===== src/rtl/edge_arb_pkg.sv =====
`default_nettype none
// ============================================================================
//  Module      : edge_arb_pkg
//  Description : Shared types and the round-robin pick function for the
//                edge event arbiter.
//  Contents    : edge_mode_e  - per-line edge select encoding
//                arb_state_e  - output FSM states
//                rr_pick()    - round-robin winner search
//  Revision    : 1.0 - initial release
// ============================================================================
package edge_arb_pkg;

  // Widest line count rr_pick can search.
  localparam int MAX_N = 32;

  typedef enum logic [1:0] {
    EDGE_OFF  = 2'b00,
    EDGE_RISE = 2'b01,
    EDGE_FALL = 2'b10,
    EDGE_BOTH = 2'b11
  } edge_mode_e;

  typedef enum logic {
    IDLE  = 1'b0,
    OFFER = 1'b1
  } arb_state_e;

  // Returns the first set bit of pend, searching upward from last+1 and
  // wrapping modulo n. The loop bound is fixed so it unrolls statically;
  // offsets beyond n are masked out.
  function automatic int rr_pick(input logic [MAX_N-1:0] pend,
                                 input int last,
                                 input int n);
    int   pick;
    int   idx;
    logic found;
    pick  = 0;
    found = 1'b0;
    for (int off = 1; off <= MAX_N; off++) begin
      idx = (last + off) % n;
      if (!found && (off <= n) && pend[idx[4:0]]) begin
        pick  = idx;
        found = 1'b1;
      end
    end
    return pick;
  endfunction

endpackage
`default_nettype wire


===== src/rtl/edge_event_arbiter_cell.sv =====
`default_nettype none
// ============================================================================
//  Module      : edge_detect_cell
//  Description : One input line: history bit, mode-gated edge detection and
//                a single-entry pending slot.
//  Ports       : clk, rst   - clock, synchronous active-high reset
//                din        - line input (already synchronous)
//                mode       - edge select for this line (edge_mode_e)
//                grant      - slot is being taken by the arbiter this cycle
//                pend/pkind - slot occupied / kind of held event (1 = rise)
//                drop       - an event was lost this cycle (slot busy)
//  Revision    : 1.0 - initial release
// ============================================================================
module edge_detect_cell
  import edge_arb_pkg::*;
(
  input  logic       clk,
  input  logic       rst,
  input  logic       din,
  input  logic [1:0] mode,
  input  logic       grant,
  output logic       pend,
  output logic       pkind,
  output logic       drop
);

  logic       din_q;
  edge_mode_e w_mode;
  logic       w_rise;
  logic       w_fall;
  logic       w_det;

  assign w_mode = edge_mode_e'(mode);
  assign w_rise = din & ~din_q & ((w_mode == EDGE_RISE) || (w_mode == EDGE_BOTH));
  assign w_fall = ~din & din_q & ((w_mode == EDGE_FALL) || (w_mode == EDGE_BOTH));
  assign w_det  = w_rise | w_fall;

  // A slot being granted this cycle is free to take the new event.
  assign drop = w_det & pend & ~grant;

  always_ff @(posedge clk) begin
    // History tracks din even in reset so a line held high across reset
    // release does not look like a rising edge.
    din_q <= din;
    if (rst) begin
      pend  <= 1'b0;
      pkind <= 1'b0;
    end else if (w_det && (!pend || grant)) begin
      pend  <= 1'b1;
      pkind <= w_rise;
    end else if (grant) begin
      pend  <= 1'b0;
    end
  end

endmodule
`default_nettype wire


===== src/rtl/edge_event_arbiter.sv =====
`default_nettype none
// ============================================================================
//  Module      : edge_event_arbiter
//  Description : Captures per-line rising/falling edges, holds one pending
//                event per line and serialises them round-robin to a single
//                valid/ready consumer. Lost events set a sticky flag.
//  Ports       : clk, rst         - clock, synchronous active-high reset
//                din[N]           - input lines
//                mode[2N]         - per-line edge select, [2i+1:2i] = line i
//                ev_valid/ev_ready- consumer handshake
//                ev_id, ev_kind   - offered line index, 1 = rise / 0 = fall
//                ovf[N], ovf_clr  - sticky overflow flags and their clear
//  Revision    : 1.0 - initial release
// ============================================================================
module edge_event_arbiter
  import edge_arb_pkg::*;
#(
  parameter int N   = 2,
  parameter int IDW = $clog2(N)
) (
  input  logic           clk,
  input  logic           rst,
  input  logic [N-1:0]   din,
  input  logic [2*N-1:0] mode,
  output logic           ev_valid,
  output logic [IDW-1:0] ev_id,
  output logic           ev_kind,
  input  logic           ev_ready,
  output logic [N-1:0]   ovf,
  input  logic           ovf_clr
);

  logic [N-1:0]   w_pend;
  logic [N-1:0]   w_pkind;
  logic [N-1:0]   w_drop;
  logic [N-1:0]   w_grant;
  logic [IDW-1:0] w_pick;
  logic           w_any;
  logic           w_load;

  arb_state_e     r_state;
  logic [IDW-1:0] r_last;

  assign w_any  = |w_pend;
  assign w_pick = IDW'(rr_pick(MAX_N'(w_pend), int'(r_last), N));

  // A new winner is taken from IDLE, or from OFFER on a transfer
  // (back-to-back). Only slots registered before this edge compete.
  assign w_load  = w_any && ((r_state == IDLE) || ev_ready);
  assign w_grant = w_load ? (N'(1) << w_pick) : '0;

  for (genvar i = 0; i < N; i++) begin : g_line
    edge_detect_cell u_cell (
      .clk   (clk),
      .rst   (rst),
      .din   (din[i]),
      .mode  (mode[2*i+1:2*i]),
      .grant (w_grant[i]),
      .pend  (w_pend[i]),
      .pkind (w_pkind[i]),
      .drop  (w_drop[i])
    );
  end

  always_ff @(posedge clk) begin
    if (rst) begin
      r_state  <= IDLE;
      r_last   <= IDW'(N - 1);
      ev_valid <= 1'b0;
      ev_id    <= '0;
      ev_kind  <= 1'b0;
      ovf      <= '0;
    end else begin
      case (r_state)
        IDLE: begin
          if (w_load) begin
            r_state  <= OFFER;
            ev_valid <= 1'b1;
            ev_id    <= w_pick;
            ev_kind  <= w_pkind[w_pick];
            r_last   <= w_pick;
          end
        end
        OFFER: begin
          if (w_load) begin
            ev_id    <= w_pick;
            ev_kind  <= w_pkind[w_pick];
            r_last   <= w_pick;
          end else if (ev_ready) begin
            r_state  <= IDLE;
            ev_valid <= 1'b0;
          end
        end
        default: begin
          r_state  <= IDLE;
          ev_valid <= 1'b0;
        end
      endcase
      // Set has priority over clear.
      ovf <= (ovf & ~{N{ovf_clr}}) | w_drop;
    end
  end

endmodule
`default_nettype wire

===== config.mk =====
export PLATFORM = sky130hd
export DESIGN_NAME = edge_event_arbiter
export DESIGN_NICKNAME = d
export VERILOG_FILES = /design/src/rtl/edge_arb_pkg.sv /design/src/rtl/edge_event_arbiter_cell.sv /design/src/rtl/edge_event_arbiter.sv
export SDC_FILE = /design/constraint.sdc
export NUM_CORES = 1
export LEC_CHECK = 0
export BUFFER_PORTS_ARGS = -buffer_cell sky130_fd_sc_hd__buf_2
export CAP_MARGIN = 20
export CORE_AREA = 2 2 39 41
export CTS_CLUSTER_SIZE = 24
export DETAILED_ROUTE_END_ITERATION = 6
export DIE_AREA = 0 0 41 43
export GPL_TIMING_DRIVEN = 0
export PLACE_DENSITY = 0.6
export SYNTH_ARGS = -nofsm -noshare
export SYNTH_HDL_FRONTEND = slang
export SYNTH_SLANG_ARGS = --single-unit

===== constraint.sdc =====
create_clock -name clk -period 1.5 [get_ports clk]
set_clock_uncertainty 0.05 [all_clocks]
set_input_delay 0.15 -clock clk [delete_from_list [all_inputs] [get_ports clk]]
set_output_delay 0.15 -clock clk [all_outputs]
set_load 0.02 [all_outputs]

==> results.toml, run 1 <==
[timing]
rsz0062_at_grt = "no"
hold_viol = 0
fmax_ghz = 0.867
slew_headroom = 0.712
setup_slack_ns = 0.347
drv_slew = 0
setup_viol = 0
whs_ns = 0.0311
period_share = 0.769
period_needed_ns = 1.15
tns_ns = 0
worst_pin_slew_ns = 0.431

[worst_setup_path]
arrival_ns = 1.25
cp-start-kind = "input port"
cp-startpoint = "din[1]"
r2r.worst_path.cells = 4
cp.required_ns = 1.60
cp_max_fo = 4
slowest_stage = "dlygate4sd3_1"
critPathBufInv = 2
crit_chain = "dlygate4sd3_1, buf_2, and3b_1, o21ai_0, a21oi_1"
path_class = "in -> reg"
end_kind = "flip-flop"
worst-path-stages = 5
worstReg2RegStart = "g_line[0].u_cell.pend$_SDFFE_PP0P_"
crit_path_max_incr_delay_ns = 0.53
critPathTopFamily = "buffers and inverters"

[placement]
io_buffer_count = 14
hpwlAfterDp_um = 660
gp_congestion = 0.692
dpl_worst_slack_ns = 0.384

[synthesis]
yosys.area_share.adder = 0
synth_mux_area_frac = 0.0193
yosysSeqAreaShare = 0.501
postSynthAreaPerCell_um2 = 9.11
ys.warnings.count = 0
syn_nets = 67
async_reset_ff_frac = 0
synth-edff-count = 0
syn_area_um2 = 519
yosys.cell_types.count = 22
synth-simple-area-share = 0.255
syn_inst = 57
synth_ff_type = "dfxtp_1"
synth_compound_area_frac = 0.217
ys_ff_latch = 13
synthXorXnorAreaFrac = 0
synth_top_family_by_area = "simple AND/OR/NAND/NOR gates"

[route]
vias = 453
drc = 0
routed_wl_um = 890
dr.pass1.iters = 4
final_antenna_net_count = 0
routed_via_density = 4.82
drt-initial-drc-count = 3
wire_per_inst_um = 9.47

[grt]
antenna_found_initial = 0
grt_max_degree = 11
grtUsageTotal = 0.129
overflow = 0
grt_pass1_wl_mm = 1.50
grt_pass1_vias = 392

[worst_hold_path]
hold_depth = 2
hold_class = "in -> reg"
holdCritStartpoint = "ev_ready"

[final_layout]
syn2layout_area_growth_pct = 28.2
multi_input_area_um2 = 255
drive_above_1_share = 0.269
n_fill_cell = 139
register_area_um2 = 260
n_antenna_cell = 0
nNetsFinal = 89

[clocking]
cts_setup_buffers = 0
cts_tree = "done"
clk_pin_slew_ns = 0.08
htreeDepth = 1
cts_buffer_depth = 2
numCtsBuffers = 3
cts_resized = 0
cts.sink_count = 13
root_buffer = "clkbuf_4"
insertion_delay_ns = 0.27

[die]
std_cell_rows = 14
die_y_um = 43
die_area_um2 = 1760
initial_utilization = 0.375
core-area_um2 = 1380
io_pins = 15
die_width_um = 41

[power]
p_per_area_nw_per_um2 = 1010
ir_drop_mv = 0.406
p_leak_nw = 0.267

[outcome]
status = "finished clean"

[job]
maxCapViolCount = 0
## registers in the layout, indices dropped and copies added, names as in the netlist
register             flops
ev_id                    1
ev_kind                  1
ev_valid                 1
g_line.u_cell.din_q      2
g_line.u_cell.pend       2
g_line.u_cell.pkind      2
ovf                      2
r_last                   1
r_state                  1
## cells in the mapped netlist (2+ instances only)
cell | instances | area [µm²]
a21oi_1 | 7 | 35.0
nand2b_1 | 2 | 12.5
nand2_1 | 5 | 18.8
dfxtp_1 | 13 | 260
nand4_1 | 2 | 12.5
nor2_1 | 8 | 30.0
o21ai_0 | 5 | 25.0
## cells in the final DEF, fill, tap and decap left out, types with 3 or more instances in the layout
master and count:
dlygate4sd3_1 3, nor2_1 8, dfxtp_1 13, a21oi_1 7
buf_2 14, clkbuf_4 3, nand2_1 5, o21ai_0 5
## path summary, 6_finish.rpt
path                                              end  slack, ns
setup / recovery                    ovf[1]$_SDFF_PP0_       0.35
hold / removal                  ev_valid$_SDFFE_PP0P_       0.03
setup reg to reg  g_line[1].u_cell.pkind$_SDFFE_PP0P_       0.37
hold reg to reg                    ev_id$_SDFFE_PP0P_       0.41
## report_power, final
group	total (mW)	switching, mW	internal (mW)	leakage, nW
clock network	0.219	0.116	0.103	0.0150
registers	0.377	0.0137	0.363	0.107
logic	0.0793	0.0403	0.0391	0.146
total	0.675	0.170	0.506	0.267
## timing repair
action / in CTS / in global routing
setup endpoints to repair: 0 / 0
hold endpoints to repair: 3 / 0
hold buffers: 3 / 0
## worst reg2reg max path, stage by stage, from the launching register on
cell and delay, ns:
dfxtp_1 0.40, nand2_2 0.11, a21boi_4 0.18, mux2i_1 0.19, a21oi_1 0.07
## layout make-up
cell class	count	area share
Buffer	1	0.00564
Clock buffer	4	0.0395
Multi-Input combinational cell	43	0.383
Sequential cell	13	0.391
Tap cell	16	0.0301
Timing Repair Buffer	17	0.150
## logic make-up after synthesis
kind of cell / after synthesis
and+or+nand+nor: 25
AOI/OAI and AO/OA: 17
DFF: 13
muxes: 1
buffers and inverters: 1
## layer usage
metal  vias to the layer above  GRT usage  routed length [µm]
li1                        244          -                   -
met1                       196      0.157                 439
met2                        11      0.175                 386
met3                         2     0.0314                  54
met4                         0      0.120                   9
met5                         -          0                   0
## stage by stage
step                      total power [mW]   util  instance area [µm²]  instances
after floorplan                      0.432      -                  519         57
after global placement               0.458  0.440                  609         87
after detailed placement             0.460  0.440                  609         87
after CTS                            0.687  0.481                  666         94
after global routing                 0.717  0.481                  666         94
final                                0.675  0.481                  666         94
Power figures use the tool's default switching activity.
==> inputs of run 2 (changes only) <==
==> constraint.sdc (replaced) <==
create_clock -name clk -period 1.2 [get_ports clk]
set_clock_uncertainty 0.05 [all_clocks]
set_input_delay 0.12 -clock clk [delete_from_list [all_inputs] [get_ports clk]]
set_output_delay 0.12 -clock clk [all_outputs]
set_load 0.02 [all_outputs]
==> run 2 against run 1 <==
Final cell count grew 1.1%. Utilization grew 0.90 points. Largest power group unchanged. First-iteration DRC count is the same. Via count shrank 0.44%.
==> results.toml, run 2 (same netlist as run 1, synthesis figures left out) <==
[clocking]
numCtsBuffers = 3
insertion_delay_ns = 0.27
root_buffer = "clkbuf_4"
cts_tree = "done"
cts.sink_count = 13
htreeDepth = 1
clk_pin_slew_ns = 0.08
cts_buffer_depth = 2

[route]
dr.pass1.iters = 4
wire_per_inst_um = 9.45
final_antenna_net_count = 0
drc = 0
routed_wl_um = 898
routed_via_density = 4.75
vias = 451
drt-initial-drc-count = 3

[worst_setup_path]
path_class = "in -> reg"
slowest_stage = "dlygate4sd3_1"
crit_chain = "dlygate4sd3_1, buf_2, and3b_1, o21ai_0, a21oi_1"
arrival_ns = 1.22
cp-startpoint = "din[1]"
worstReg2RegStart = "r_state$_SDFF_PP0_"
cp.required_ns = 1.31
crit_path_max_incr_delay_ns = 0.53
cp-start-kind = "input port"
cp_max_fo = 4
end_kind = "flip-flop"

[worst_hold_path]
holdCritStartpoint = "ovf_clr"
hold_class = "in -> reg"

[grt]
grt_max_degree = 11
antenna_found_initial = 0
overflow = 0
grt_pass1_wl_mm = 1.51
grt_pass1_vias = 397
grtUsageTotal = 0.130

[final_layout]
syn2layout_area_growth_pct = 30.6
nNetsFinal = 90
mostFrequentLayoutCells = "14 x buf_2, 12 x dfxtp_1, 8 x nor2_1, 7 x a21oi_1"
n_antenna_cell = 0
drive_above_1_share = 0.291
layout_commonest_cell = "buf_2"

[timing]
setup_viol = 0
worst_pin_slew_ns = 0.315
slew_headroom = 0.788
fmax_ghz = 0.903
rsz0062_at_grt = "no"
drv_slew = 0
period_needed_ns = 1.11
tns_ns = 0
period_share = 0.923
hold_viol = 0

[die]
core-area_um2 = 1380
die_width_um = 41
initial_utilization = 0.375
std_cell_rows = 14
io_pins = 15
die_y_um = 43
die_area_um2 = 1760

[placement]
gp_congestion = 0.692
io_buffer_count = 14
hpwlAfterDp_um = 660

[power]
ir_drop_mv = 0.504
pwr-share-clk = 0.320
swShare = 0.248
p_sw_mw = 0.209
cell_internal_pwr_mw = 0.635
p_leak_nw = 0.275
fin_total_pwr_mw = 0.844
combPwrFrac = 0.121
p_per_area_nw_per_um2 = 1240
power_frac_seq = 0.559

[job]
maxCapViolCount = 0

[outcome]
status = "finished clean"
run 2: changes by cell type in the layout (fill, tap and decap cells not counted):
cell	delta
clkbuf_1	-1
clkbuf_2	+1
dfxtp_1	-1
dfxtp_2	+1
dlygate4sd3_1	+1
run 2: per-layer routing:
metal | vias to the layer above | wire, µm | track usage
li1 | 245 | - | -
met1 | 193 | 452 | 0.157
met2 | 11 | 386 | 0.178
met3 | 2 | 50 | 0.0314
met4 | 0 | 9 | 0.120
met5 | - | 0 | 0
run 2: critical path: cells and delay by family:
family	cells	cell delay (ns)
buffers and inverters	2	0.67
AO/OA/AOI/OAI	2	0.24
AND/OR/NAND/NOR	1	0.20
run 2: worst paths after layout:
check	end	slack [ns]	depth (start not counted)
min	ovf[1]$_SDFF_PP0_	0.08	3
min reg2reg	ev_id$_SDFFE_PP0P_	0.41	2
max	ovf[1]$_SDFF_PP0_	0.09	5
max reg2reg	g_line[1].u_cell.pkind$_SDFFE_PP0P_	0.11	4
run 2: layout make-up:
| cell class | instances | area (µm²) |
|---|---|---|
| Tap cell | 16 | 20.0 |
| Clock buffer | 4 | 26.3 |
| Buffer | 1 | 5.00 |
| Timing Repair Buffer | 18 | 110 |
| Sequential cell | 13 | 262 |
| Multi-Input combinational cell | 43 | 255 |
| Fill cell | 138 | 706 |
run 2: through the flow:
stage / hold WS [ns] / area (µm²) / instances / worst slack, ns / util
after floorplan: 0.0977 / 519 / 57 / 0.151 / -
after global placement: 0.211 / 609 / 87 / 0.0942 / 0.440
after detailed placement: 0.212 / 609 / 87 / 0.0837 / 0.440
after CTS: 0.0640 / 676 / 95 / 0.0743 / 0.488
after global routing: 0.0820 / 678 / 95 / 0.0158 / 0.490
final: 0.0755 / 678 / 95 / 0.0924 / 0.490
run 2: repair_timing:
| action | in CTS | in global routing |
|---|---|---|
| hold endpoints to repair | 3 | 0 |
| hold buffers | 4 | 0 |
| gates resized for setup | 0 | 3 |
| buffers inserted | 0 | 0 |
| endpoints found under the setup margin | 0 | 2 |
run 2: power by group through the flow:
| stage | registers (mW) | logic [mW] | clock network, mW |
|---|---|---|---|
| 2_1_floorplan | 0.487 | 0.0537 | 0 |
| 3_3_place_gp | 0.481 | 0.0913 | 0 |
| 3_5_place_dp | 0.482 | 0.0927 | 0 |
| 4_1_cts | 0.472 | 0.103 | 0.287 |
| 5_1_grt | 0.476 | 0.117 | 0.304 |
| 6_report | 0.472 | 0.102 | 0.270 |
